## src/rtl/wb_rr_arbiter_pkg.sv

```systemverilog
// wb_rr_arbiter_pkg: FSM encodings and sizing helpers shared by the arbiter files
package wb_rr_arbiter_pkg;
    localparam logic [1:0] ST_IDLE = 2'd0;
    localparam logic [1:0] ST_OWN0 = 2'd1;
    localparam logic [1:0] ST_OWN1 = 2'd2;

    function automatic int wdog_w(input int t);
        return (t == 0) ? 1 : $clog2(t + 1);
    endfunction

    function automatic int sel_w(input int dw);
        return dw / 8;
    endfunction
endpackage

```

## src/rtl/wb_arb_wdog.sv

```systemverilog
// wb_arb_wdog: stuck-strobe counter that raises a registered one-cycle expire pulse
module wb_arb_wdog
    import wb_rr_arbiter_pkg::*;
#(
    parameter int timeout = 255
) (
    input  logic clk,
    input  logic rst,
    input  logic run,
    input  logic clr,
    output logic expire
);
    localparam int W = wdog_w(timeout);
    localparam logic [W-1:0] LIM = W'((timeout == 0) ? 0 : timeout - 1);
    logic [W-1:0] cnt;
    logic hit;
    // a clear in the expiry cycle means ack or grant change, which must win over err
    assign hit = (timeout != 0) && run && !clr && (cnt == LIM);
    always_ff @(posedge clk or negedge rst) begin
        if (!rst) begin
            cnt <= '0;
            expire <= 1'b0;
        end else begin
            expire <= hit;
            cnt <= (clr || hit || expire) ? '0 : (run && cnt != '1) ? cnt + 1'b1 : cnt;
        end
    end
endmodule

```

## src/rtl/wb_rr_arbiter.sv

```systemverilog
// wb_rr_arbiter: two-master Wishbone round-robin arbiter with a stuck-cycle watchdog
module wb_rr_arbiter
    import wb_rr_arbiter_pkg::*;
#(
    parameter int adr_width  = 32,
    parameter int dat_width  = 32,
    parameter int timeout    = 255,
    parameter int fixed_prio = 0
) (
    input  logic                   clk,
    input  logic                   rst,
    input  logic [adr_width-1:0]   m0_adr_i,
    input  logic [dat_width-1:0]   m0_dat_i,
    output logic [dat_width-1:0]   m0_dat_o,
    input  logic [dat_width/8-1:0] m0_sel_i,
    input  logic                   m0_we_i,
    input  logic                   m0_cyc_i,
    input  logic                   m0_stb_i,
    output logic                   m0_ack_o,
    output logic                   m0_err_o,
    input  logic [adr_width-1:0]   m1_adr_i,
    input  logic [dat_width-1:0]   m1_dat_i,
    output logic [dat_width-1:0]   m1_dat_o,
    input  logic [dat_width/8-1:0] m1_sel_i,
    input  logic                   m1_we_i,
    input  logic                   m1_cyc_i,
    input  logic                   m1_stb_i,
    output logic                   m1_ack_o,
    output logic                   m1_err_o,
    output logic [adr_width-1:0]   s_adr_o,
    output logic [dat_width-1:0]   s_dat_o,
    input  logic [dat_width-1:0]   s_dat_i,
    output logic [dat_width/8-1:0] s_sel_o,
    output logic                   s_we_o,
    output logic                   s_cyc_o,
    output logic                   s_stb_o,
    input  logic                   s_ack_i,
    output logic [1:0]             gnt_o
);
    logic [1:0] state, nxt;
    logic last_gnt, err_pulse, own0, own1, tie_m0, own_cyc, run, clr;
    assign own0 = (state == ST_OWN0);
    assign own1 = (state == ST_OWN1);
    // last_gnt=1 means m1 was served last, so m0 takes the next tie
    assign tie_m0 = (fixed_prio != 0) || last_gnt;
    always_comb begin
        nxt = own0 ? (m0_cyc_i ? ST_OWN0 : m1_cyc_i ? ST_OWN1 : ST_IDLE)
            : own1 ? (m1_cyc_i ? ST_OWN1 : m0_cyc_i ? ST_OWN0 : ST_IDLE)
            : (m0_cyc_i && (!m1_cyc_i || tie_m0)) ? ST_OWN0
            : m1_cyc_i ? ST_OWN1 : ST_IDLE;
    end
    always_ff @(posedge clk or negedge rst) begin
        if (!rst) begin
            state <= ST_IDLE;
            last_gnt <= 1'b1;
        end else begin
            state <= nxt;
            last_gnt <= (nxt == ST_OWN1) ? 1'b1 : (nxt == ST_OWN0) ? 1'b0 : last_gnt;
        end
    end
    assign s_adr_o = own0 ? m0_adr_i : own1 ? m1_adr_i : '0;
    assign s_dat_o = own0 ? m0_dat_i : own1 ? m1_dat_i : '0;
    assign s_sel_o = own0 ? m0_sel_i : own1 ? m1_sel_i : '0;
    assign s_we_o  = own0 ? m0_we_i : own1 & m1_we_i;
    assign s_cyc_o = own0 | own1;
    assign s_stb_o = (own0 ? m0_stb_i : own1 & m1_stb_i) & ~err_pulse;
    assign gnt_o   = {own1, own0};
    assign own_cyc = own0 ? m0_cyc_i : own1 & m1_cyc_i;
    assign run = s_stb_o & ~s_ack_i;
    assign clr = s_ack_i | (nxt != state) | ~own_cyc;
    wb_arb_wdog #(.timeout(timeout)) u_wdog (
        .clk(clk),
        .rst(rst),
        .run(run),
        .clr(clr),
        .expire(err_pulse)
    );
    assign m0_dat_o = own0 ? s_dat_i : '0;
    assign m1_dat_o = own1 ? s_dat_i : '0;
    assign m0_ack_o = s_ack_i & own0 & ~err_pulse;
    assign m1_ack_o = s_ack_i & own1 & ~err_pulse;
    assign m0_err_o = err_pulse & own0;
    assign m1_err_o = err_pulse & own1;
endmodule

```

## config.mk

```make
export PLATFORM = sky130hd
export DESIGN_NAME = wb_rr_arbiter
export DESIGN_NICKNAME = d
export VERILOG_FILES = /design/src/rtl/wb_rr_arbiter_pkg.sv /design/src/rtl/wb_arb_wdog.sv /design/src/rtl/wb_rr_arbiter.sv
export SDC_FILE = /design/constraint.sdc
export NUM_CORES = 1
export LEC_CHECK = 0
export BUFFER_PORTS_ARGS = -buffer_cell sky130_fd_sc_hd__clkbuf_2
export CAP_MARGIN = 20
export CORE_AREA = 4 4 120 122
export DETAILED_ROUTE_END_ITERATION = 8
export DIE_AREA = 0 0 124 126
export GPL_TIMING_DRIVEN = 1
export PLACE_DENSITY = 0.49
export SYNTH_ARGS = -nofsm -noshare
export SYNTH_HDL_FRONTEND = slang
export SYNTH_SLANG_ARGS = --single-unit
```

## constraint.sdc

```tcl
create_clock -name clk -period 2.1 [get_ports clk]
set_input_delay 0.63 -clock clk [delete_from_list [all_inputs] [get_ports clk]]
set_output_delay 0.63 -clock clk [all_outputs]
set_load 0.05 [all_outputs]
```

==> results.py <==
metrics = {
    "cts": {
        "h-tree-depth": 1,
        "max-clock-path-buffers": 2,
        "clock_latency_ns": 0.24,
        "cts_tree": "yes",
        "numCtsBuffers": 3,
        "cts-root-buf": "clkbuf_16",
        "clk_pin_slew_ns": 0.04,
        "cts_num_sinks": 12,
    },
    "detailed_routing": {
        "avgRoutedWirePerCell_um": 18.47,
        "vias": 3178,
        "postRouteAntennaNets": 0,
        "drt_first_iter_violations": 95,
        "wirelength_mm": 13.65,
        "via_per_inst": 4.300,
        "dr.pass1.iters": 4,
        "drc": 0,
    },
    "status": {
        "violations": "setup timing",
        "status": "complete, but fails checks",
    },
    "hold_path": {
        "hold_path.class": "in2async",
    },
    "global_routing": {
        "use_met1": 0.1806,
        "met3_usage": 0.03857,
        "grt_max_degree": 59,
        "grt_pass1_wl_mm": 19.56,
        "grt_usage": 0.1599,
        "grt_antenna_before_repair": 0,
        "top_usage_layer": "met2",
        "grt_pass1_vias": 3342,
        "use_met2": 0.2994,
        "gr-total-overflow": 0,
    },
    "sta": {
        "worstMarginPinSlew_ns": 0.4270,
        "fin_crit_sh": 1.128,
        "fmax_mhz": 422.1,
        "final.setup_skew_ns": 0.005056,
        "tns_ns": -24.13,
        "fin_crit_ns": 2.369,
        "postLayoutSetupSlackWorst_ns": -0.2690,
        "rsz0062_at_grt": "true",
        "max_slew_margin": 0.7123,
        "finalHoldViolations": 0,
        "whs_ns": 0.2753,
        "drv_slew": 0,
        "finalSetupViolations": 146,
    },
    "placement": {
        "placed_cells": 724,
        "placed_area_sq_um": 5682,
        "port_buffers": 317,
        "gp_congestion": 0.8661,
        "hpwl_mm": 11.41,
    },
    "cells_and_area": {
        "finalNonFillerCells": 739,
        "design_area_sq_um": 6386,
        "final_layout_size_suffix_gt1_frac": 0.8508,
        "areaGrowthSynthToFinish_pct": 235.6,
        "fin_nets": 745,
        "num_antenna_cells": 0,
    },
    "floorplanning": {
        "start_util": 0.1443,
        "io_pins": 318,
        "core_area_sq_um": 13190,
        "row_count": 42,
        "dieArea_sq_um": 15620,
        "dieWidth_um": 124,
        "die_h_um": 126,
    },
    "power": {
        "p_leak_nw": 3.151,
        "vdd_drop_max_uv": 273.3,
        "power_w": 0.002951,
        "power_per_cell_area_nw_per_um2": 462.0,
    },
    "synthesis": {
        "synth.distinct_cells": 34,
        "synthCells": 239,
        "syn_area_sq_um": 1903,
        "ys_async_sr_fraction": 1.000,
        "avgSynthCellArea_sq_um": 7.963,
        "synth_seq_cells": 12,
        "synth_edf_count": 0,
        "ys_seq_area_frac": 0.1584,
        "synthFlopType": "dfrtp_1",
        "syn_nets": 420,
        "synth_warnings": 0,
    },
    "run": {
        "cap_violations": 0,
    },
    "critical_path": {
        "worstSetupPathType": "reg2out",
        "cp.required_ns": 1.47,
        "worstPathArrival_ns": 1.74,
        "critPathMaxFanout": 58,
        "crit_path_end_kind": "output pin",
        "start_kind": "flip-flop",
    },
}
## registers in the layout (all words and copies together), names as in the netlist
name / cells
last_gnt: 1
u_wdog.expire: 1
u_wdog.cnt: 8
state: 2
## worst paths after layout
kind / start / end / slack, ns / depth (start not counted)
hold reg to reg: last_gnt / last_gnt / 0.49 / 2
setup / recovery: state[0] / s_adr_o[20] / -0.27 / 6
setup reg to reg: state[0] / u_wdog.cnt[0] / -0.08 / 10
hold / removal: rst / u_wdog.expire / 0.28 / 1
min in group clk: last_gnt / last_gnt / 0.49 / 2
max in group asynchronous: rst / last_gnt / 1.53 / 1
## cell usage in the layout (no fill, tap or decap), drive strengths merged
cell     instances
nand3b           2
nor2b            4
a22o            69
nand2b           1
a21oi            5
nand2            9
inv              5
bufbuf           1
mux2i            2
nand4            3
a211oi           1
nor2             7
a311oi           1
o21ai            2
dfstp            1
buf            134
and2            68
nand3            1
clkbuf         216
dfrtp           11
nand4bb          1
a21boi           1
and3b            2
xnor2            3
and3             3
xor2             3
ha               4
and4             1
or2              2
## Yosys cell counts (2+ instances only)
library cell | instances | share of area
a22o_1 | 69 | 0.32
and2_1 | 68 | 0.22
clkbuf_1 | 19 | 0.037
dfrtp_1 | 11 | 0.14
nand2_1 | 9 | 0.018
nor2_1 | 7 | 0.014
inv_1 | 5 | 0.0099
a21oi_1 | 4 | 0.011
ha_1 | 4 | 0.026
nor2b_1 | 4 | 0.013
and3_1 | 3 | 0.0099
buf_4 | 3 | 0.012
nand4_1 | 3 | 0.0099
xnor2_1 | 3 | 0.014
xor2_1 | 3 | 0.014
and3b_1 | 2 | 0.0092
buf_2 | 2 | 0.0053
buf_6 | 2 | 0.012
mux2i_1 | 2 | 0.011
o21ai_0 | 2 | 0.0053
## area by class of cell
| type | count | area, sq um |
|---|---|---|
| Tap cell | 176 | 220.2 |
| Clock buffer | 4 | 78.83 |
| Multi-Input combinational cell | 195 | 1984 |
| Timing Repair Buffer | 347 | 3782 |
| Fill cell | 1168 | 6804 |
| Inverter | 5 | 18.77 |
| Sequential cell | 12 | 301.5 |
## layer usage
layer	vias to the layer above	share of wire
met3	14	0.094
met2	143	0.54
met1	1506	0.35
met5	-	0
met4	0	0.014
li1	1515	-
## worst max-delay path, stage by stage (launching register included)
cell	delay [ns]
dfrtp_1	0.37
buf_4	0.15
ha_4	0.18
buf_12	0.20
buf_12	0.18
a22o_4	0.25
buf_12	0.14
## cells by family (layout without fill, tap and decap cells)
logic type,after synthesis,in the layout,synth area share
and+or+nand+nor,104,104,0.3347
muxes,2,2,0.01052
DFF,12,12,0.1584
xor gates and xnor gates,6,6,0.02762
AOI/OAI and AO/OA,79,79,0.3642
buffers and inverters,32,356,0.07824
adders and majority gates,4,4,0.02630
## what timing repair did
item                                    in CTS  in global routing
pin swaps                                    2                  1
cloned                                       4                  0
setup buffers                                7                  1
endpoints found under the setup margin     145                147
gates resized for setup                     79                 27
hold buffers                                 0                  0
## where the power goes
group	switching (W)	internal (W)	total, W
Clock	0.000101	0.000256	0.000356
Sequential	0.00000333	0.000239	0.000243
Combinational	0.00122	0.00113	0.00235
## stage by stage
stage	utilization	setup WS [ns]
2_1_floorplan	-	-0.1818
3_3_place_gp	0.4308	-0.08483
3_5_place_dp	0.4308	-0.07645
4_1_cts	0.4784	-0.2651
5_1_grt	0.4842	-0.3103
6_report	0.4842	-0.2690
Note: power is estimated with default switching activity, not from simulation.
